--- src/rtl/sg_pkg.sv ---
// sg_pkg: shared definitions for the measurement post-processor.
//   - fx-bus address/data widths
//   - register offsets of meas_avg (ma_reg_e)
//   - packed status word layout (ma_stat_t)
//   - MM_SCALE and the us->mm conversion helper used when MEAS_AVG_MM_EN is defined
package sg_pkg;

  localparam int FX_AW = 22;
  localparam int FX_DW = 8;

  // 11241 / 65536 = 0.17152 mm per microsecond of round-trip echo time
  localparam logic [15:0] MM_SCALE = 16'd11241;

  typedef enum logic [2:0] {
    MA_REG_AVG_L = 3'd0,
    MA_REG_AVG_H = 3'd1,
    MA_REG_RAW_L = 3'd2,
    MA_REG_RAW_H = 3'd3,
    MA_REG_STAT  = 3'd4,
    MA_REG_ERR   = 3'd5,
    MA_REG_CNT   = 3'd6
  } ma_reg_e;

  // Bit 1: an error shot has been seen since the last valid shot.
  // Bit 0: the averaging window holds at least one sample.
  typedef struct packed {
    logic err_seen;
    logic win_vld;
  } ma_stat_t;

  // Full 32-bit product, upper half kept (truncating divide by 65536)
  function automatic logic [15:0] us_to_mm(input logic [15:0] us);
    return 16'((32'(us) * 32'(MM_SCALE)) >> 16);
  endfunction

endpackage

--- src/rtl/meas_mm_conv.sv ---
// meas_mm_conv: stage-1 capture register of meas_avg.
// Optional feature macro: MEAS_AVG_MM_EN (when defined, the captured sample is
// converted from microseconds to millimetres before being registered).
// Ports:
//   clk_i        system clock
//   rst_ni       asynchronous active-low reset
//   shot_vld_i   accepted (non-failed) shot strobe
//   shot_data_i  echo width in microseconds
//   vld_o        registered sample valid (one cycle after shot_vld_i)
//   data_o       registered sample (mm or us depending on MEAS_AVG_MM_EN)
//   raw_o        registered unconverted sample (last_raw)
module meas_mm_conv
  import sg_pkg::*;
(
  input  logic        clk_i,
  input  logic        rst_ni,
  input  logic        shot_vld_i,
  input  logic [15:0] shot_data_i,
  output logic        vld_o,
  output logic [15:0] data_o,
  output logic [15:0] raw_o
);

  logic        vld_q, vld_d;
  logic [15:0] data_q, data_d;
  logic [15:0] raw_q, raw_d;
  logic [15:0] conv;

  // The multiplier sits in front of the register so latency is identical
  // whether or not the conversion is built.
`ifdef MEAS_AVG_MM_EN
  assign conv = us_to_mm(shot_data_i);
`else
  assign conv = shot_data_i;
`endif

  always_comb begin
    vld_d  = shot_vld_i;
    data_d = data_q;
    raw_d  = raw_q;
    if (shot_vld_i) begin
      data_d = conv;
      raw_d  = shot_data_i;
    end
  end

  always_ff @(posedge clk_i or negedge rst_ni) begin
    if (!rst_ni) begin
      vld_q  <= 1'b0;
      data_q <= '0;
      raw_q  <= '0;
    end else begin
      vld_q  <= vld_d;
      data_q <= data_d;
      raw_q  <= raw_d;
    end
  end

  assign vld_o  = vld_q;
  assign data_o = data_q;
  assign raw_o  = raw_q;

endmodule

--- src/rtl/meas_avg.sv ---
// meas_avg: sliding-window average of valid echo widths from alg_box, with
// status/counters exposed as byte registers on the fx bus.
// Optional feature macro: MEAS_AVG_MM_EN (forwarded to meas_mm_conv; averages
// millimetres instead of microseconds).
// Parameters:
//   AVG_LOG2   window depth is 2^AVG_LOG2 samples (1..5)
//   REG_BASE   fx-bus address of register 0
// Ports:
//   clk_sys, rst_n                         clock, async active-low reset
//   done_measure, err_measure, data_measure per-shot result strobe
//   avg_vld, avg_data                       averaged result and update strobe
//   fx_wr, fx_waddr, fx_data                fx write port (offset 4 = clear)
//   fx_rd, fx_raddr, fx_q                   fx read port, data one cycle later
module meas_avg
  import sg_pkg::*;
#(
  parameter int               AVG_LOG2 = 3,
  parameter logic [FX_AW-1:0] REG_BASE = 22'h000100
) (
  input  logic             clk_sys,
  input  logic             rst_n,
  input  logic             done_measure,
  input  logic             err_measure,
  input  logic [15:0]      data_measure,
  output logic             avg_vld,
  output logic [15:0]      avg_data,
  input  logic             fx_wr,
  input  logic [FX_AW-1:0] fx_waddr,
  input  logic [FX_DW-1:0] fx_data,
  input  logic             fx_rd,
  input  logic [FX_AW-1:0] fx_raddr,
  output logic [FX_DW-1:0] fx_q
);

  localparam int DEPTH = 1 << AVG_LOG2;
  localparam int SW    = 16 + AVG_LOG2;
  localparam logic [FX_AW-1:0] CLR_ADDR = REG_BASE + FX_AW'(MA_REG_STAT);

  logic shot_ok, shot_err, clr, upd;

  logic        s1_vld;
  logic [15:0] s1_data;
  logic [15:0] last_raw;

  logic [15:0]         win_buf_q [DEPTH];
  logic [SW-1:0]       sum_q, sum_d, sum_new;
  logic [AVG_LOG2-1:0] wp_q, wp_d;
  logic                win_q, win_d;
  logic [15:0]         avg_q, avg_d;
  logic                avg_vld_q, avg_vld_d;

  logic [7:0] err_cnt_q, err_cnt_d;
  logic [7:0] samp_cnt_q, samp_cnt_d;
  ma_stat_t   stat_q, stat_d;

  logic [FX_AW-1:0] roff;
  logic             rd_hit;
  logic [7:0]       fx_q_q, fx_q_d;
  logic [7:0]       avg_sh_q, avg_sh_d;
  logic [7:0]       raw_sh_q, raw_sh_d;

  // Write data is irrelevant: any write to the status offset is a clear.
  logic unused_fx_data;
  assign unused_fx_data = ^fx_data;

  assign shot_ok  = done_measure & ~err_measure;
  assign shot_err = done_measure &  err_measure;
  assign clr      = fx_wr && (fx_waddr == CLR_ADDR);

  // A clear drops the sample already sitting in stage 1; the shot arriving
  // alongside the clear still enters stage 1 and prefills the emptied window.
  assign upd = s1_vld & ~clr;

  meas_mm_conv u_conv (
    .clk_i       (clk_sys),
    .rst_ni      (rst_n),
    .shot_vld_i  (shot_ok),
    .shot_data_i (data_measure),
    .vld_o       (s1_vld),
    .data_o      (s1_data),
    .raw_o       (last_raw)
  );

  // Stage 2: running sum over the ring buffer. An empty window is prefilled
  // with the first sample so the average is meaningful from the first shot.
  always_comb begin
    sum_new = sum_q - SW'(win_buf_q[wp_q]) + SW'(s1_data);
    if (!win_q) begin
      sum_new = {s1_data, {AVG_LOG2{1'b0}}};
    end

    sum_d     = sum_q;
    wp_d      = wp_q;
    win_d     = win_q;
    avg_d     = avg_q;
    avg_vld_d = 1'b0;

    if (clr) begin
      win_d = 1'b0;
    end
    if (upd) begin
      sum_d     = sum_new;
      wp_d      = win_q ? (wp_q + AVG_LOG2'(1)) : AVG_LOG2'(1);
      win_d     = 1'b1;
      avg_d     = sum_new[SW-1:AVG_LOG2];
      avg_vld_d = 1'b1;
    end
  end

  // Buffer contents need no reset: the prefill overwrites every entry
  // before any of them is read into the sum.
  always_ff @(posedge clk_sys) begin
    if (upd) begin
      if (!win_q) begin
        for (int i = 0; i < DEPTH; i++) begin
          win_buf_q[i] <= s1_data;
        end
      end else begin
        win_buf_q[wp_q] <= s1_data;
      end
    end
  end

  // Counters and status track stage-1 acceptance, so they move at T+1.
  // A clear in the same cycle as a shot wins over an error but lets a valid
  // shot count as the first sample of the new window.
  always_comb begin
    err_cnt_d  = err_cnt_q;
    samp_cnt_d = samp_cnt_q;
    stat_d     = stat_q;

    if (clr) begin
      err_cnt_d  = '0;
      samp_cnt_d = '0;
      stat_d     = '0;
    end

    if (shot_ok) begin
      if (clr) begin
        samp_cnt_d = 8'd1;
      end else if (samp_cnt_q != 8'hFF) begin
        samp_cnt_d = samp_cnt_q + 8'd1;
      end
      stat_d.win_vld  = 1'b1;
      stat_d.err_seen = 1'b0;
    end

    if (shot_err && !clr) begin
      if (err_cnt_q != 8'hFF) begin
        err_cnt_d = err_cnt_q + 8'd1;
      end
      stat_d.err_seen = 1'b1;
    end
  end

  // Read decode. Reading a low byte snapshots the matching high byte so a
  // two-read sequence always returns one coherent 16-bit value. fx_q is
  // forced to zero for idle and unmapped cycles so slaves can be OR-ed.
  assign roff   = fx_raddr - REG_BASE;
  assign rd_hit = fx_rd && (roff[FX_AW-1:3] == '0);

  always_comb begin
    fx_q_d   = '0;
    avg_sh_d = avg_sh_q;
    raw_sh_d = raw_sh_q;
    if (rd_hit) begin
      case (roff[2:0])
        MA_REG_AVG_L: begin
          fx_q_d   = avg_q[7:0];
          avg_sh_d = avg_q[15:8];
        end
        MA_REG_AVG_H: fx_q_d = avg_sh_q;
        MA_REG_RAW_L: begin
          fx_q_d   = last_raw[7:0];
          raw_sh_d = last_raw[15:8];
        end
        MA_REG_RAW_H: fx_q_d = raw_sh_q;
        MA_REG_STAT:  fx_q_d = {6'b0, stat_q};
        MA_REG_ERR:   fx_q_d = err_cnt_q;
        MA_REG_CNT:   fx_q_d = samp_cnt_q;
        default:      fx_q_d = '0;
      endcase
    end
  end

  always_ff @(posedge clk_sys or negedge rst_n) begin
    if (!rst_n) begin
      sum_q      <= '0;
      wp_q       <= '0;
      win_q      <= 1'b0;
      avg_q      <= '0;
      avg_vld_q  <= 1'b0;
      err_cnt_q  <= '0;
      samp_cnt_q <= '0;
      stat_q     <= '0;
      fx_q_q     <= '0;
      avg_sh_q   <= '0;
      raw_sh_q   <= '0;
    end else begin
      sum_q      <= sum_d;
      wp_q       <= wp_d;
      win_q      <= win_d;
      avg_q      <= avg_d;
      avg_vld_q  <= avg_vld_d;
      err_cnt_q  <= err_cnt_d;
      samp_cnt_q <= samp_cnt_d;
      stat_q     <= stat_d;
      fx_q_q     <= fx_q_d;
      avg_sh_q   <= avg_sh_d;
      raw_sh_q   <= raw_sh_d;
    end
  end

  assign avg_vld  = avg_vld_q;
  assign avg_data = avg_q;
  assign fx_q     = fx_q_q;

endmodule
--- config.mk ---
export PLATFORM = sky130hd
export DESIGN_NAME = meas_avg
export DESIGN_NICKNAME = d
export VERILOG_FILES = /design/src/rtl/sg_pkg.sv /design/src/rtl/meas_mm_conv.sv /design/src/rtl/meas_avg.sv
export SDC_FILE = /design/constraint.sdc
export NUM_CORES = 1
export LEC_CHECK = 0
export CAP_MARGIN = 20
export CORE_ASPECT_RATIO = 2
export CORE_MARGIN = 4
export CORE_UTILIZATION = 25
export CTS_CLUSTER_DIAMETER = 100
export DETAILED_ROUTE_END_ITERATION = 8
export GPL_TIMING_DRIVEN = 0
export MAX_ROUTING_LAYER = met4
export PLACE_DENSITY_LB_ADDON = 0.2
export SETUP_SLACK_MARGIN = 0.15
export SLEW_MARGIN = 5
export SYNTH_ARGS = -nofsm -noshare
export SYNTH_HDL_FRONTEND = slang
export SYNTH_SLANG_ARGS = --single-unit
--- constraint.sdc ---
create_clock -name clk_sys -period 9.3 [get_ports clk_sys]
set_input_delay 1.86 -clock clk_sys [delete_from_list [all_inputs] [get_ports clk_sys]]
set_output_delay 1.86 -clock clk_sys [all_outputs]
set_load 0.05 [all_outputs]
==> metrics.cfg <==
[run_status]
outcome=completed

[detailed_routing]
drc=0
wl_mm=34.1
drt_iter0_drc=412
drt-pass1-iter-count=6
via_per_inst=4.81
vias=7350
ant_nets=0
wl_per_cell_um=22.3

[worst_setup_path]
reg2regPathDepth=14
rrSetupSlack_ns=3.77
end_kind=flip-flop
cp.required_ns=9.74
worstPathArrival_ns=5.98
rr_endpoint=sum_q[16]$_DFFE_PN0P_
critPathKind=flip-flop to flip-flop
startpoint_type=flip-flop
crit_fanout=10
r2r_start=wp_q[0]$_DFFE_PN0P_

[min_path]
hp-start=sum_q[1]$_DFFE_PN0P_
hold_class=flip-flop to flip-flop
whs_endpoint=sum_q[1]$_DFFE_PN0P_
hold_path_depth=2

[finish]
drive_gt1_share_pct=10.0
n_fill_cell=4046
final_common_cell=edfxtp_1
regArea_mm2=0.00592
multi_input_area_mm2=0.00374
fin_nets=1096
syn2layout_area_growth_pct=24.3
layout_common_cells=edfxtp_1 (128), clkdlybuf4s50_1 (87), dfrtp_1 (83), inv_1 (71), a22oi_1 (69)

[yosys]
synth_ff_type=edfxtp_1
synth_top_area_cell=edfxtp_1
yosysUniqueCellTypes=67
yosysWarningCount=0
postSynthRegisterBits=211
synthTopCellsByArea=edfxtp_1 (38%), dfrtp_1 (20%), a22oi_1 (5.1%)
synthesis.nets=979
async_flop_share_pct=39.3
synth.avg_cell_area_um2=11.7
synth_edf_count=128
ys_seq_area_share_pct=58.2
netlist_area_mm2=0.0102
synth_cells=866
netlist.area_leader.share_pct=37.8

[cts]
ctsHoldBuffers=0
postCtsSetupRepairBufs=0
cts-root-buf=clkbuf_16
cts_sinks=211
htreeDepth=1
cts_tree=built
cts_inserted_buffers=20
clockBufferDepth=3
clk_pin_slew_ns=0.07
clock_latency_ns=0.52
ctsResizeCount=0

[global_routing]
use_met3_pct=1.28
grt_max_degree=60
grt_use_met2_pct=31.7
grt_overflow=0
grt_pass1_wl_mm=50.4
grt.busiest_layer=met2
antenna_found_initial=1
grt_usage_pct=16.1
grt_util_met1_pct=14.9
grt_pass1_vias=7828

[pwr]
intPower_mw=2.41
netSwitchingPower_mw=1.64
power_frac_clock_pct=22.7
peakVddDrop_mv=0.124
p_seq_share_pct=31.2
swShare_pct=40.5
pwr-share-comb_pct=46.1
total_power_mw=4.05
power_leakage_nw=4.81
power_density_mw_per_mm2=321

[timing]
maxSlewHeadroom_pct=30.5
timing.final.hold_violations=0
fmax_ghz=0.181
fin_skew_ns=0.0211
slew_violations=0
setup_tns_ns=0
grt_setup_unrepaired=no
min_period_over_period_pct=59.5
min_period_ns=5.53
setup_viol=0
tightest_slew_ns=1.04

[floorplanning]
ioPinCount=99
die_w_um=151
row_count=104
die_area_mm2=0.0442
fp.dieH_um=293
initial_core_util_pct=25.3
coreArea_mm2=0.0402

[placed_design]
hpwlAfterDp_mm=26.3
port-buffer-count=88
globalplace.congestion=0.963

[run]
max-cap-violations=0

[power by group through the flow]
stage | combinational, mW | clock (mW) | sequential (mW)
2_1_floorplan | 1.34 | 0 | 1.20
3_3_place_gp | 1.85 | 0 | 1.29
3_5_place_dp | 1.87 | 0 | 1.29
4_1_cts | 1.88 | 0.940 | 1.27
5_1_grt | 2.08 | 0.980 | 1.28
6_report | 1.87 | 0.920 | 1.26
[how the worst max path moves through the flow]
stage                              from  slack [ns]                           to  depth (start not counted)
floorplan           wp_q[0]$_DFFE_PN0P_        5.40        sum_q[18]$_DFFE_PN0P_                         14
global placement                  rst_n        2.81  u_conv.raw_o[1]$_DFFE_PN0P_                          1
detailed placement  wp_q[0]$_DFFE_PN0P_        3.70        sum_q[16]$_DFFE_PN0P_                         14
CTS                 wp_q[0]$_DFFE_PN0P_        3.66        sum_q[16]$_DFFE_PN0P_                         14
global route        wp_q[0]$_DFFE_PN0P_        3.34        sum_q[16]$_DFFE_PN0P_                         14
finish              wp_q[0]$_DFFE_PN0P_        3.77        sum_q[16]$_DFFE_PN0P_                         14
[cells by family (layout without fill, tap and decap cells)]
kind of cell / Yosys count / in the layout / share of synthesized area [%]
flops: 211 / 211 / 58.2
simple gates: 218 / 218 / 10.5
fa+ha+maj: 39 / 39 / 5.98
compound gates: 216 / 216 / 14.3
mux: 38 / 38 / 4.20
other cells: 0 / 1 / 0
xor+xnor: 16 / 16 / 1.38
buf+inv: 128 / 259 / 5.36
[critical path, stage by stage, from the launching register on]
cell and delay, ns:
dfrtp_1 0.35, clkbuf_1 0.35, nor3b_2 0.74, clkbuf_1 0.74, a22oi_1 0.18, nand4_1 0.22, fa_1 0.48, fa_1 0.48
nor2b_1 0.19, o31a_1 0.33, o21bai_1 0.09, a21boi_0 0.30, o21ai_0 0.24, a2111oi_0 0.59, nand3b_1 0.19
[layer usage]
layer	routed length [um]	vias up
li1	-	3404
met1	11100	3691
met2	20000	185
met3	849	70
met4	2090	0
met5	0	-
[cell usage after synthesis, types with 9 or more instances]
cell,count
edfxtp_1,128
dfrtp_1,83
inv_1,71
a22oi_1,69
nor2_1,62
nand2_1,61
o21ai_0,43
a21oi_1,34
clkbuf_1,32
ha_1,23
nand4_1,22
mux2i_1,19
mux2_2,17
nand3_1,17
buf_4,16
fa_1,16
a211oi_1,14
nor3_1,11
xnor2_1,9
[layout make-up]
| class | count | area share, % |
|---|---|---|
| Clock buffer | 25 | 4.51 |
| Buffer | 54 | 2.12 |
| Clock inverter | 11 | 1.30 |
| Antenna cell | 1 | 0.0198 |
| Timing Repair Buffer | 95 | 8.18 |
| Tap cell | 530 | 5.25 |
| Inverter | 74 | 2.20 |
| Multi-Input combinational cell | 527 | 29.6 |
| Sequential cell | 211 | 46.9 |
[state kept, by name, summed over array words and instances (netlist names)]
register,count
samp_cnt_q,8
err_cnt_q,8
wp_q,3
avg_vld,1
stat_q,2
fx_q,8
win_q,1
avg_sh_q,8
win_buf_q,128
u_conv.vld_o,1
u_conv.raw_o,16
raw_sh_q,8
sum_q,19
[through the flow]
stage                     utilization, %  instance area (um2)  hold slack, ns  instances  worst slack (ns)
after floorplan                        -                10200           0.449        866              5.40
after global placement              29.1                11700           0.468       1484              2.81
after detailed placement            29.6                11900           0.475       1491              3.70
after CTS                           31.4                12600           0.490       1527              3.66
after global routing                31.4                12600           0.515       1528              3.34
final                               31.4                12600           0.492       1528              3.77
Power figures use the tool's default switching activity.
